### config.mk
export PLATFORM = sky130hd
export DESIGN_NAME = mem_bank_amo
export DESIGN_NICKNAME = d
export VERILOG_FILES = /design/src/rtl/mem_bank_amo.sv
export SDC_FILE = /design/constraint.sdc
export NUM_CORES = 1
export LEC_CHECK = 0
export CORE_AREA = 2 2 125 127
export CTS_BUF_LIST = sky130_fd_sc_hd__clkbuf_8
export DETAILED_ROUTE_END_ITERATION = 8
export DIE_AREA = 0 0 127 129
export GPL_ROUTABILITY_DRIVEN = 0
export PLACE_DENSITY_LB_ADDON = 0.12
export SKIP_CTS_REPAIR_TIMING = 1
export SLEW_MARGIN = 20
export SYNTH_ARGS = -nofsm -noshare
export SYNTH_HDL_FRONTEND = slang
export SYNTH_SLANG_ARGS = --single-unit
### constraint.sdc
create_clock -name clk_i -period 4.4 [get_ports clk_i]
set_clock_uncertainty 0.2 [all_clocks]
set_input_delay 0.44 -clock clk_i [delete_from_list [all_inputs] [get_ports clk_i]]
set_output_delay 0.44 -clock clk_i [all_outputs]
set_load 0.01 [all_outputs]
### src/rtl/mem_bank_amo.sv
// Per-bank adapter between one converter lane and a single-port SRAM with one-cycle read latency.
// Plain accesses pass through; AXI5 atomics run as a two-cycle read-modify-write inside the bank.
module mem_bank_amo #(
   parameter int unsigned AddrWidth = 32,
   parameter int unsigned DataWidth = 32,
   parameter int unsigned NumBanks  = 4,
   parameter int unsigned NumWords  = 1024
) (
   input  logic                         clk_i,
   input  logic                         rst_ni,
   input  logic                         mem_req_i,
   output logic                         mem_gnt_o,
   input  logic [AddrWidth-1:0]         mem_addr_i,
   input  logic [DataWidth-1:0]         mem_wdata_i,
   input  logic [DataWidth/8-1:0]       mem_strb_i,
   input  logic [5:0]                   mem_atop_i,
   input  logic                         mem_we_i,
   output logic                         mem_rvalid_o,
   output logic [DataWidth-1:0]         mem_rdata_o,
   output logic                         sram_req_o,
   output logic                         sram_we_o,
   output logic [$clog2(NumWords)-1:0]  sram_addr_o,
   output logic [DataWidth-1:0]         sram_wdata_o,
   output logic [DataWidth/8-1:0]       sram_be_o,
   input  logic [DataWidth-1:0]         sram_rdata_i,
   output logic                         busy_o
);

   localparam int unsigned StrbWidth = DataWidth / 8;
   localparam int unsigned ByteBits  = $clog2(StrbWidth);
   localparam int unsigned BankBits  = $clog2(NumBanks);
   localparam int unsigned IdxWidth  = $clog2(NumWords);

   typedef enum logic {
      IDLE,
      AMO_WR
   } state_e;

   state_e                 state_q, state_d;
   logic [DataWidth-1:0]   operand_q;
   logic [StrbWidth-1:0]   strb_q;
   logic [2:0]             op_q;
   logic                   swap_q;
   logic [IdxWidth-1:0]    idx_q;
   logic                   rvalid_q;
   logic                   rsp_read_q;

   logic [IdxWidth-1:0]    req_idx;
   logic                   is_swap;
   logic                   is_amo;
   logic                   is_plain_write;
   logic                   grant;
   logic [DataWidth-1:0]   amo_result;

   // Bank-select, byte-offset and upper address bits never reach the SRAM.
   logic unused_addr;
   assign unused_addr = ^mem_addr_i;

   assign req_idx = mem_addr_i[ByteBits+BankBits +: IdxWidth];

   // Compare and any other 11xxxx encoding fall through as a plain read without write.
   assign is_swap        = (mem_atop_i == 6'b110000);
   assign is_amo         = (mem_atop_i[5:4] == 2'b01) || (mem_atop_i[5:4] == 2'b10) || is_swap;
   assign is_plain_write = (mem_atop_i[5:4] == 2'b00) && mem_we_i;

   assign grant = rst_ni && mem_req_i && (state_q == IDLE);

   // NOTE: reset is synchronous, so it lives inside the clocked block and is not in the sensitivity list.
   always_ff @(posedge clk_i) begin
      if (!rst_ni) begin
         state_q <= IDLE;
      end else begin
         // NOTE: sequential state always uses non-blocking assignments so all registers update together.
         state_q <= state_d;
      end
   end

   always_comb begin
      // NOTE: every combinational output gets a default first, so no path leaves it unassigned (no latch).
      state_d = state_q;
      case (state_q)
         IDLE:    if (grant && is_amo) state_d = AMO_WR;
         AMO_WR:  state_d = IDLE;
         default: state_d = IDLE;
      endcase
   end

   always_ff @(posedge clk_i) begin
      if (!rst_ni) begin
         operand_q  <= '0;
         strb_q     <= '0;
         op_q       <= '0;
         swap_q     <= 1'b0;
         idx_q      <= '0;
         rvalid_q   <= 1'b0;
         rsp_read_q <= 1'b0;
      end else begin
         if (grant && is_amo) begin
            operand_q <= mem_wdata_i;
            strb_q    <= mem_strb_i;
            op_q      <= mem_atop_i[2:0];
            swap_q    <= is_swap;
            idx_q     <= req_idx;
         end
         rvalid_q   <= grant;
         rsp_read_q <= grant && !is_plain_write;
      end
   end

   // Old word arrives from the SRAM in the AMO_WR cycle.
   always_comb begin
      amo_result = operand_q;
      if (!swap_q) begin
         case (op_q)
            3'b000:  amo_result = sram_rdata_i + operand_q;
            3'b001:  amo_result = sram_rdata_i & ~operand_q;
            3'b010:  amo_result = sram_rdata_i ^ operand_q;
            3'b011:  amo_result = sram_rdata_i | operand_q;
            3'b100:  amo_result = ($signed(sram_rdata_i) > $signed(operand_q)) ? sram_rdata_i : operand_q;
            3'b101:  amo_result = ($signed(sram_rdata_i) < $signed(operand_q)) ? sram_rdata_i : operand_q;
            3'b110:  amo_result = (sram_rdata_i > operand_q) ? sram_rdata_i : operand_q;
            default: amo_result = (sram_rdata_i < operand_q) ? sram_rdata_i : operand_q;
         endcase
      end
   end

   always_comb begin
      mem_gnt_o    = 1'b0;
      sram_req_o   = 1'b0;
      sram_we_o    = 1'b0;
      sram_addr_o  = req_idx;
      sram_wdata_o = mem_wdata_i;
      sram_be_o    = mem_strb_i;
      if (rst_ni) begin
         case (state_q)
            IDLE: begin
               mem_gnt_o  = mem_req_i;
               sram_req_o = mem_req_i;
               sram_we_o  = is_plain_write;
               if (is_amo) sram_be_o = '1;
            end
            AMO_WR: begin
               sram_req_o   = 1'b1;
               sram_we_o    = 1'b1;
               sram_addr_o  = idx_q;
               sram_wdata_o = amo_result;
               sram_be_o    = strb_q;
            end
            default: ;
         endcase
      end
   end

   // Reset drops any response already in flight, including the atomic's.
   assign mem_rvalid_o = rvalid_q && rst_ni;
   assign mem_rdata_o  = (rsp_read_q && rst_ni) ? sram_rdata_i : '0;
   assign busy_o       = rst_ni && ((state_q == AMO_WR) || rvalid_q);

endmodule

==> qor.yml <==
global_routing:
  antenna_found_initial: 0
  grt_max_degree: 70
  overflow: 0
  grt_pass1_wl_mm: 43.8
  track_usage: 0.329
  vias_in_the_first_global_route: 8815
clock_network:
  clk_path_buf_depth: 2
  clkSlewWorstSetupHoldPaths_ns: 0.12
  clock_sinks: 53
  clock_network_latency_to_the_later_pin_of_the_worst_skew_pair_ns: 0.35
  tritoncts_clock_tree: "yes"
  h-tree-depth: 2
  cts_root_buf: "sky130_fd_sc_hd__clkbuf_8"
  number_of_buffers_added_by_the_clock_tree_synthesis_step: 5
die:
  floorplan.die.height_um: 129
  design.die.area_um2: 16400
  pin_count: 193
  row_count: 45
  die_width_um: 127
  initial_utilization: 0.515
  placeableCoreArea_um2: 15000
run_status:
  violated_checks: "setup timing"
  status: "complete, but fails checks"
route:
  number_of_nets_with_antenna_violations_after_detailed_routing: 0
  drcViolationCount: 0
  vias: 9899
  drt-total-wl_mm: 30.5
  drtIter0Drc: 886
  vias_per_inst: 6.10
  routedWlPerCell_um: 18.8
  detailedRoute.firstPassIterationCount: 7
placed_design:
  placed_cells_incl_taps: 1588
  placement.cell_area_um2: 10800
  numPortBuffers: 170
  dp.final_hpwl_mm: 20.2
worst_setup_path:
  cpLargestDelayFamily: "simple AND/OR/NAND/NOR gates"
  timing.setup.critical_path_class: "in2out"
  crit_chain: "clkdlybuf4s50_1 -> inv_1 -> ha_4 -> nor4_4 -> nand3_1 -> a21o_1 -> and4_1 -> buf_6 -> buf_4 -> and3_1 -> o31a_1 -> or4_4 -> a21oi_1 -> nor2_1 -> dlymetal6s2s_1"
  worst-endpoint-required_ns: 3.76
  critical_path.slowest_cell: "sky130_fd_sc_hd__or4_4"
  crit_path_end_kind: "primary output"
  worst_ep_arrival_time_ns: 3.88
  cp_max_fo: 7
  worst_setup_path_start_kind: "primary input"
  crit_path_max_incr_delay_ns: 0.55
  crit_buf_inv: 5
synth:
  synth-async-reset-ratio: 0
  netlist_instances: 1118
  synthMostInstantiatedCell: "sky130_fd_sc_hd__nand2_1"
  synth.cells.most_frequent: "sky130_fd_sc_hd__nand2_1 (198), sky130_fd_sc_hd__a21oi_1 (125), sky130_fd_sc_hd__ha_1 (98)"
  yosysTopAreaCellShare: 0.159
  synth_cell_type_count: 81
  synth.yosys.seq_area_share: 0.138
  syn_area_um2: 7710
  synth.top_cells.by_area: "sky130_fd_sc_hd__ha_1 (16%), sky130_fd_sc_hd__dfxtp_1 (14%), sky130_fd_sc_hd__nand2_1 (9.6%), sky130_fd_sc_hd__a21oi_1 (8.1%), sky130_fd_sc_hd__a21boi_0 (5.0%)"
  number_of_flops_mapped_to_enable_cells_by_yosys: 0
  synth_area_leader_cell: "sky130_fd_sc_hd__ha_1"
  synth_nets: 1327
  ys_seq_elements: 53
  yosysWarnings: 0
  postSynthAreaPerCell_um2: 6.90
  postSynth.topFlopCell: "sky130_fd_sc_hd__dfxtp_1"
run:
  max_cap_violations: 0
pwr:
  power.static_leakage_nw: 5.46
  cellPowerDensity_nw_per_um2: 161
  peakVddDrop_mv: 0.158
sta:
  min_period_over_period: 1.03
  max-slew-margin-rel: 0.518
  rsz0062_at_grt: "true"
  timing.final.setup_violations: 5
  finalMaxSlewViolations: 0
  achievable-frequency_mhz: 221
  worst_slew_pin_slew_ns: 0.717
  finalHoldViolations: 0
  finalWorstSetupSlack_ns: -0.116
  period_needed_ns: 4.52
final_layout:
  multi_input_area_um2: 6820
  diodes: 0
  area.sequential_um2: 1090
  syn2layout_area_growth_pct: 56.5
  proportion_of_layout_cells_with_a_drive_suffix_above_1: 0.277
  layout.filler_cells: 1016
  final_cell_count_no_fill: 1623
  final_nets: 1643
  final_design_area_no_fill_um2: 12100
min_path:
  hp-class: "in2reg"
==> metrics by stage <==
step | utilization | hold slack, ns | power, W | worst slack, ns | setup TNS (ns)
after CTS | 0.725 | 0.176 | 0.00178 | -0.572 | -14.71
final | 0.806 | 0.179 | 0.00194 | -0.116 | -0.282
after floorplan | - | 0.244 | 0.000981 | 0.667 | 0
after global placement | 0.719 | 0.252 | 0.00141 | -0.524 | -13.97
after global routing | 0.806 | 0.185 | 0.00203 | -0.228 | -1.48
after detailed placement | 0.719 | 0.260 | 0.00142 | -0.552 | -13.95
==> worst paths after layout <==
path | from | to | slack (ns) | depth (start not counted)
min | rst_ni | operand_q[31] | 0.18 | 2
max | sram_rdata_i[26] | sram_wdata_o[19] | -0.12 | 15
max reg2reg | state_q | operand_q[18] | 2.48 | 5
min reg2reg | idx_q[4] | idx_q[4] | 0.28 | 2
==> placed cells by master (no fill, tap or decap), types with 7 or more instances in the layout <==
| master | n |
|---|---|
| sky130_fd_sc_hd__and2_1 | 8 |
| sky130_fd_sc_hd__a22oi_1 | 9 |
| sky130_fd_sc_hd__inv_2 | 30 |
| sky130_fd_sc_hd__nor2_1 | 53 |
| sky130_fd_sc_hd__xnor2_1 | 21 |
| sky130_fd_sc_hd__nand4_1 | 9 |
| sky130_fd_sc_hd__dfxtp_2 | 24 |
| sky130_fd_sc_hd__a31oi_1 | 7 |
| sky130_fd_sc_hd__a21oi_2 | 10 |
| sky130_fd_sc_hd__nor4_4 | 7 |
| sky130_fd_sc_hd__o21ai_0 | 35 |
| sky130_fd_sc_hd__o21a_1 | 8 |
| sky130_fd_sc_hd__a21o_1 | 7 |
| sky130_fd_sc_hd__a21oi_1 | 114 |
| sky130_fd_sc_hd__o21ai_1 | 8 |
| sky130_fd_sc_hd__a221oi_2 | 7 |
| sky130_fd_sc_hd__and3_1 | 37 |
| sky130_fd_sc_hd__nand2_1 | 196 |
| sky130_fd_sc_hd__o211ai_1 | 20 |
| sky130_fd_sc_hd__ha_1 | 62 |
| sky130_fd_sc_hd__nand3_1 | 21 |
| sky130_fd_sc_hd__nor2b_1 | 22 |
| sky130_fd_sc_hd__buf_4 | 199 |
| sky130_fd_sc_hd__clkdlybuf4s50_1 | 107 |
| sky130_fd_sc_hd__nor3_1 | 12 |
| sky130_fd_sc_hd__a211oi_1 | 10 |
| sky130_fd_sc_hd__dfxtp_1 | 28 |
| sky130_fd_sc_hd__a21boi_0 | 51 |
| sky130_fd_sc_hd__a221oi_1 | 9 |
| sky130_fd_sc_hd__dlymetal6s2s_1 | 54 |
| sky130_fd_sc_hd__ha_4 | 30 |
| sky130_fd_sc_hd__buf_6 | 15 |
| sky130_fd_sc_hd__o31ai_1 | 11 |
| sky130_fd_sc_hd__inv_1 | 51 |
==> logic make-up after synthesis <==
kind of cell	count (synthesis)	share of synthesized area
AOI/OAI and AO/OA	379	0.339
xor gates and xnor gates	24	0.0273
adders and majority gates	99	0.162
buffers and inverters	159	0.0819
DFF	53	0.138
muxes	6	0.00779
and+or+nand+nor	398	0.245
==> where the power goes <==
part           leakage [nW]  switching (W)  internal (W)
logic                  4.96       0.000532      0.000531
clock network        0.0511       0.000234      0.000122
registers             0.443      0.0000228      0.000500
total                  5.46       0.000789       0.00115
==> sequential cells by signal, indices dropped and copies added, names as in the netlist <==
register and cells:
operand_q 32, swap_q 1, op_q 3, rsp_read_q 1, idx_q 10, rvalid_q 1
state_q 1, strb_q 4
==> routing by layer <==
layer | wire length, um | part of all wire | vias up | GRT usage
met5 | 0 | 0 | - | 0
met4 | 1200 | 0.039 | 0 | 0.0873
met3 | 2880 | 0.094 | 117 | 0.0570
met2 | 14100 | 0.46 | 591 | 0.552
met1 | 12300 | 0.40 | 4579 | 0.438
li1 | - | - | 4612 | -
==> layout make-up <==
type | instances | share of cell area
Clock buffer | 5 | 0.00570
Multi-Input combinational cell | 906 | 0.565
Clock inverter | 3 | 0.00238
Sequential cell | 53 | 0.0907
Timing Repair Buffer | 386 | 0.291
Inverter | 82 | 0.0257
Tap cell | 188 | 0.0195
(Power assumes the default switching activity.)
